$ cat config.mk
export PLATFORM = sky130hd
export DESIGN_NAME = servo_pulse_decoder
export DESIGN_NICKNAME = d
export VERILOG_FILES = /design/src/rtl/servo_pulse_decoder_pkg.sv /design/src/rtl/servo_pulse_decoder_sync_edge.sv /design/src/rtl/servo_pulse_decoder.sv
export SDC_FILE = /design/constraint.sdc
export NUM_CORES = 1
export LEC_CHECK = 0
export CAP_MARGIN = 10
export CELL_PAD_IN_SITES_DETAIL_PLACEMENT = 1
export CELL_PAD_IN_SITES_GLOBAL_PLACEMENT = 1
export CORE_ASPECT_RATIO = 1.1
export CORE_MARGIN = 5
export CORE_UTILIZATION = 35
export CTS_CLUSTER_SIZE = 24
export DETAILED_ROUTE_END_ITERATION = 7
export HOLD_SLACK_MARGIN = 0.1
export PLACE_DENSITY = 0.63
export SYNTH_ARGS = -nofsm -noshare
export SYNTH_HDL_FRONTEND = slang
export SYNTH_SLANG_ARGS = --single-unit
$ cat constraint.sdc
create_clock -name clk -period 2.3 [get_ports clk]
set_input_delay 0.46 -clock clk [delete_from_list [all_inputs] [get_ports clk]]
set_output_delay 0.46 -clock clk [all_outputs]
set_load 0.01 [all_outputs]
$ cat src/rtl/servo_pulse_decoder_pkg.sv
// Shared definitions for the servo pulse encoder/decoder pair.
package servo_pulse_decoder_pkg;

    // Default timing constants (50 MHz clock), shared with the drive block.
    localparam int unsigned CNT_W_DEF      = 21;
    localparam int unsigned MIN_HIGH_DEF   = 50000;
    localparam int unsigned MAX_HIGH_DEF   = 100000;
    localparam int unsigned STOP_LO_DEF    = 73000;
    localparam int unsigned STOP_HI_DEF    = 77000;
    localparam int unsigned MAX_PERIOD_DEF = 1250000;

    // Direction code carried on dirCode; 2'b11 is never driven.
    typedef enum logic [1:0] {
        DIR_STOP = 2'b00,
        DIR_LO   = 2'b01,
        DIR_HI   = 2'b10
    } dir_e;

    // Decoder FSM states.
    typedef enum logic [1:0] {
        ST_IDLE = 2'b00,
        ST_HIGH = 2'b01,
        ST_LOW  = 2'b10
    } state_e;

endpackage

$ cat src/rtl/servo_pulse_decoder_sync_edge.sv
// Two-flop synchroniser with single-cycle rise/fall strobes on the synchronised level.
module servo_pulse_decoder_sync_edge (
    input  logic clk,
    input  logic rst,
    input  logic din,
    output logic rise_c,
    output logic fall_c
);

    logic       sync1_q, sync1_d;
    logic       sync2_q, sync2_d;
    logic       prev_q,  prev_d;
    logic [1:0] fill_q,  fill_d;
    logic       armed;

    // Shift the pin through the synchroniser; count until the chain holds real samples.
    always_comb begin
        sync1_d = din;
        sync2_d = sync1_q;
        prev_d  = sync2_q;
        fill_d  = (fill_q == 2'd3) ? fill_q : fill_q + 2'd1;
    end

    // Synchroniser, edge history and fill counter registers.
    always_ff @(posedge clk or posedge rst) begin
        if (rst) begin
            sync1_q <= 1'b0;
            sync2_q <= 1'b0;
            prev_q  <= 1'b0;
            fill_q  <= 2'd0;
        end else begin
            sync1_q <= sync1_d;
            sync2_q <= sync2_d;
            prev_q  <= prev_d;
            fill_q  <= fill_d;
        end
    end

    // Edges only count once both compared samples came from the pin, so a level
    // already high when reset is released is not reported as a rise.
    assign armed  = (fill_q == 2'd3);
    assign rise_c = armed &  sync2_q & ~prev_q;
    assign fall_c = armed & ~sync2_q &  prev_q;

endmodule

$ cat src/rtl/servo_pulse_decoder.sv
// Measures servo PWM high time, classifies direction, flags bad pulses and train loss.
module servo_pulse_decoder
    import servo_pulse_decoder_pkg::*;
#(
    parameter int unsigned CNT_W      = CNT_W_DEF,
    parameter int unsigned MIN_HIGH   = MIN_HIGH_DEF,
    parameter int unsigned MAX_HIGH   = MAX_HIGH_DEF,
    parameter int unsigned STOP_LO    = STOP_LO_DEF,
    parameter int unsigned STOP_HI    = STOP_HI_DEF,
    parameter int unsigned MAX_PERIOD = MAX_PERIOD_DEF
) (
    input  logic             clk,
    input  logic             rst,
    input  logic             pulseIn,
    output logic [CNT_W-1:0] pulseWidth,
    output logic [1:0]       dirCode,
    output logic             sampleValid,
    output logic             pulseErr,
    output logic             signalLost
);

    localparam logic [CNT_W-1:0] CNT_MAX   = '1;
    localparam logic [CNT_W-1:0] CNT_ONE   = CNT_W'(1);
    localparam logic [CNT_W-1:0] MIN_C     = CNT_W'(MIN_HIGH);
    localparam logic [CNT_W-1:0] MAX_C     = CNT_W'(MAX_HIGH);
    localparam logic [CNT_W-1:0] STOP_LO_C = CNT_W'(STOP_LO);
    localparam logic [CNT_W-1:0] STOP_HI_C = CNT_W'(STOP_HI);
    localparam logic [CNT_W-1:0] PERIOD_C  = CNT_W'(MAX_PERIOD);

    logic rise_c, fall_c;

    state_e           state_q, state_d;
    logic [CNT_W-1:0] hi_cnt_q, hi_cnt_d;
    logic [CNT_W-1:0] per_cnt_q, per_cnt_d;
    logic [CNT_W-1:0] pulse_width_q, pulse_width_d;
    dir_e             dir_q, dir_d;
    logic             sample_valid_q, sample_valid_d;
    logic             pulse_err_q, pulse_err_d;
    logic             signal_lost_q, signal_lost_d;
    logic [CNT_W-1:0] hi_inc_c, per_inc_c;

    servo_pulse_decoder_sync_edge u_sync_edge (
        .clk    (clk),
        .rst    (rst),
        .din    (pulseIn),
        .rise_c (rise_c),
        .fall_c (fall_c)
    );

    // Saturating increments so long gaps never wrap back into the legal range.
    assign hi_inc_c  = (hi_cnt_q  == CNT_MAX) ? hi_cnt_q  : hi_cnt_q  + CNT_ONE;
    assign per_inc_c = (per_cnt_q == CNT_MAX) ? per_cnt_q : per_cnt_q + CNT_ONE;

    // Next-state, counter and classifier logic.
    always_comb begin
        state_d        = state_q;
        hi_cnt_d       = hi_cnt_q;
        per_cnt_d      = per_cnt_q;
        pulse_width_d  = pulse_width_q;
        dir_d          = dir_q;
        sample_valid_d = 1'b0;
        pulse_err_d    = 1'b0;
        signal_lost_d  = signal_lost_q;

        unique case (state_q)
            ST_IDLE: begin
                if (rise_c) begin
                    state_d       = ST_HIGH;
                    hi_cnt_d      = CNT_ONE;
                    per_cnt_d     = CNT_ONE;
                    signal_lost_d = 1'b0;
                end
            end
            ST_HIGH: begin
                hi_cnt_d  = hi_inc_c;
                per_cnt_d = per_inc_c;
                if (fall_c) begin
                    state_d  = ST_LOW;
                    hi_cnt_d = hi_cnt_q;
                    if ((hi_cnt_q >= MIN_C) && (hi_cnt_q <= MAX_C)) begin
                        sample_valid_d = 1'b1;
                        pulse_width_d  = hi_cnt_q;
                        if ((hi_cnt_q >= STOP_LO_C) && (hi_cnt_q <= STOP_HI_C)) begin
                            dir_d = DIR_STOP;
                        end else if (hi_cnt_q < STOP_LO_C) begin
                            dir_d = DIR_LO;
                        end else begin
                            dir_d = DIR_HI;
                        end
                    end else begin
                        pulse_err_d = 1'b1;
                    end
                end else if (hi_cnt_q >= PERIOD_C) begin
                    state_d       = ST_IDLE;
                    signal_lost_d = 1'b1;
                    dir_d         = DIR_STOP;
                end
            end
            ST_LOW: begin
                per_cnt_d = per_inc_c;
                if (rise_c) begin
                    state_d       = ST_HIGH;
                    hi_cnt_d      = CNT_ONE;
                    per_cnt_d     = CNT_ONE;
                    signal_lost_d = 1'b0;
                end else if (per_cnt_q >= PERIOD_C) begin
                    state_d       = ST_IDLE;
                    signal_lost_d = 1'b1;
                    dir_d         = DIR_STOP;
                end
            end
            default: begin
                state_d = ST_IDLE;
            end
        endcase
    end

    // State, counters and registered outputs.
    always_ff @(posedge clk or posedge rst) begin
        if (rst) begin
            state_q        <= ST_IDLE;
            hi_cnt_q       <= '0;
            per_cnt_q      <= '0;
            pulse_width_q  <= '0;
            dir_q          <= DIR_STOP;
            sample_valid_q <= 1'b0;
            pulse_err_q    <= 1'b0;
            signal_lost_q  <= 1'b1;
        end else begin
            state_q        <= state_d;
            hi_cnt_q       <= hi_cnt_d;
            per_cnt_q      <= per_cnt_d;
            pulse_width_q  <= pulse_width_d;
            dir_q          <= dir_d;
            sample_valid_q <= sample_valid_d;
            pulse_err_q    <= pulse_err_d;
            signal_lost_q  <= signal_lost_d;
        end
    end

    assign pulseWidth  = pulse_width_q;
    assign dirCode     = 2'(dir_q);
    assign sampleValid = sample_valid_q;
    assign pulseErr    = pulse_err_q;
    assign signalLost  = signal_lost_q;

endmodule

==> reports/qor.txt <==
Run status -> complete, no violations
Max Used Layer -> met4
CP arrival -> 2.46 ns
Hold-fix buffer count after cts -> 0
Final min period -> 2.24 ns
Met2 WL -> 5630 um
Placed cell count -> 608
Pre-CTS setup slack -> -0.0628 ns
Clk_skew -> 0.00864 ns
Post-Syn Instances -> 423
Peak VDD IR -> 0.000372 V
Worst slew pin tran -> 0.500 ns
Placed instance area -> 4710 um2
Crit share post-route -> 97.2%
Synth area leaders -> dfrtp_1 (46%), mux2_2 (5.8%), nor2_1 (3.7%), o21ai_0 (3.7%), xor2_1 (3.2%)
Post-route cell area -> 5080 um2
WL per Instance -> 17.6 um
Largest net degree at the start of global routing -> 76
Max-cap violation count -> 0
CTS tree -> yes
Grt total ovfl -> 0
Row count -> 41
Die Width -> 113 um
Initial core utilization -> 35.5%
Final Slew Violations -> 0
Met3 wire len -> 172 um
Number of global-route vias before repair -> 3777
Syn nets -> 436
Global Route Usage Sum -> 17.1%
Ports -> 29
Final net count -> 487
Critical path data required time -> 2.52 ns
Leakage -> 2.21 nW
Fillers -> 1312
Setup WS post-layout -> 0.0648 ns
Pwr Density -> 847 nW/um2
Ys flop type -> dfrtp_1
Core area -> 11400 um2
Post-synth EDFFs -> 0
Mapped Avg Cell Area -> 9.60 um2
Detailed Place HPWL -> 7860 um
Unrepaired setup endpoints after global routing -> yes
Met1 wire length -> 5070 um
Clock tree buffer depth -> 2
Rel. slew slack -> 66.7%
Synth Warn # -> 0
Vias per inst -> 5.37
Worst-path maximum fanout -> 8
Crit. End Element -> register
Dominant cell type by area after synthesis -> dfrtp_1
Share of cells above drive strength 1 -> 20.5%
Async set-or-reset flop fraction in the synthesized netlist -> 100%
Clock Latency Late Sink -> 0.34 ns
Finished Layout Cells -> 629
Setup CP Type -> reg -> reg
Sequential-to-total area share from yosys stat -> 46.3%
Final antenna-violating net count -> 0
Hold slack final -> 0.357 ns
Vias -> 3378
Post-synth cell types -> 54
First-pass GRT wire length -> 19100 um
Total power -> 4.30 mW
1st-iter DRT viols -> 130
Final Hold Fails -> 0
TritonRoute pass-1 iters -> 4
CP Launch Type -> register
H-tree level count -> 3
Clk root buf -> clkbuf_16
Global placement routability congestion -> 0.765
Yosys top cell area share -> 45.6%
Final setup fails -> 0
Reg clk slew, reported paths -> 0.06 ns
Initial antenna violation count -> 0
Diode count -> 0
Number of buffers created by CTS -> 9
Die ar. -> 13900 um2
Die H -> 123 um
PortBufs -> 28
#FFs+latches synth -> 75
Final WL -> 11100 um
Mapped Area -> 4060 um2
Remaining DRCs -> 0
Max Fclk -> 447 MHz
Hold WC Path Type -> reg -> reg
Area grow syn2layout -> 25.1%
Clock sinks -> 75
-- where the power goes --
group          internal, mW  switching, mW  leakage [nW]
Combinational         0.603          0.864          1.06
Clock                 0.742          0.582         0.137
Sequential             1.41         0.0966          1.01
-- synth_stat cells, types with 2 or more instances --
cell and instances:
nand3b_1 2, nand2b_1 2, clkbuf_1 20, buf_4 2, o21ai_0 30, o2111ai_1 2, dfrtp_1 74, nand4b_1 2
o211ai_1 3, ha_1 10, and2_1 8, xor2_1 15, a31oi_1 5, a211oi_1 2, o22ai_1 2, and3_1 7
o31ai_1 11, nand4_1 16, o2bb2ai_1 2, nor2_1 40, or4_1 4, nor4_1 8, mux2_2 21, nand3_2 2
and4_1 5, nand2_1 33, nor3_1 10, buf_2 7, a22o_1 4, nand3_1 18, o41ai_1 3, a21oi_1 10
xnor2_1 4, a21boi_0 4, inv_1 16
-- timing repair --
| action | CTS | global route |
|---|---|---|
| resized for setup | 2 | 9 |
| setup endpoints to repair | 14 | 48 |
| pin swaps | 1 | 0 |
| buffers inserted | 3 | 2 |
-- critical path: stages (launching register included) --
cell and delay (ns):
dfrtp_1 0.40, buf_4 0.18, nand3_2 0.07, or3_1 0.42, or3_4 0.45, o21ai_4 0.24, buf_4 0.18, or4_1 0.10
nand3_1 0.07
-- layer usage --
| layer | track usage [%] | vias to the layer above |
|---|---|---|
| met5 | 0 | - |
| met4 | 5.56 | 0 |
| met3 | 2.94 | 14 |
| met2 | 30.2 | 20 |
| met1 | 21.4 | 1721 |
| li1 | - | 1623 |
-- cell type report --
type / instances / area (um2) / area share [%]
Sequential cell: 75 / 1880 / 37.0
Clock buffer: 10 / 229 / 4.51
Timing Repair Buffer: 70 / 633 / 12.5
Inverter: 16 / 63.8 / 1.26
Multi-Input combinational cell: 302 / 2030 / 40.1
Tap cell: 150 / 188 / 3.70
Clock inverter: 6 / 48.8 / 0.961
-- registers in the layout (all words and copies together) (netlist names), 2 cells and up --
register            count
pulseWidth             21
per_cnt_q              21
u_sync_edge.fill_q      2
dirCode                 2
hi_cnt_q               21
state_q                 2
-- per-stage QoR --
step	utilization [%]	setup TNS, ns
after global placement	41.2	-0.00878
after floorplan	-	0
after global routing	44.4	-0.253
after detailed placement	41.2	-0.245
after CTS	43.8	0
final	44.4	0
-- worst paths after layout --
kind | startpoint | to | slack, ns | depth (start not counted)
setup / recovery | hi_cnt_q[2]$_DFFE_PP0P_ | hi_cnt_q[3]$_DFFE_PP0P_ | 0.06 | 8
hold / removal | u_sync_edge.sync1_q$_DFF_PP0_ | u_sync_edge.prev_d$_DFF_PP0_ | 0.36 | 0
setup reg to reg | hi_cnt_q[2]$_DFFE_PP0P_ | hi_cnt_q[3]$_DFFE_PP0P_ | 0.06 | 8
hold reg to reg | u_sync_edge.sync1_q$_DFF_PP0_ | u_sync_edge.prev_d$_DFF_PP0_ | 0.36 | 0
max in group asynchronous | rst | signalLost$_DFFE_PP1P_ | 1.38 | 3
min in group asynchronous | rst | pulseWidth[19]$_DFFE_PP0P_ | 0.59 | 3
-- kinds of logic after synthesis --
logic type,count (synthesis),share of synthesized area (%)
buffers and inverters,46,4.84
DFF,75,46.3
muxes,21,5.83
and+or+nand+nor,162,20.6
adders and majority gates,10,3.08
xor gates and xnor gates,19,4.10
AOI/OAI and AO/OA,90,15.3
-- layout by cell type, fill, tap and decap left out, drive strengths merged, types with 10 or more instances in the layout --
cell type | netlist | routed
dfrtp | 74 | 74
buf | 10 | 42
nor2 | 40 | 40
nand2 | 33 | 33
o21ai | 31 | 31
clkdlybuf4s50 | 0 | 28
mux2 | 21 | 21
nand3 | 20 | 20
inv | 16 | 17
nand4 | 16 | 16
xor2 | 15 | 15
o31ai | 11 | 11
a21oi | 10 | 10
nor3 | 10 | 10
clkbuf | 20 | 10
ha | 10 | 10
No activity file was read; power rests on OpenSTA's default activity.
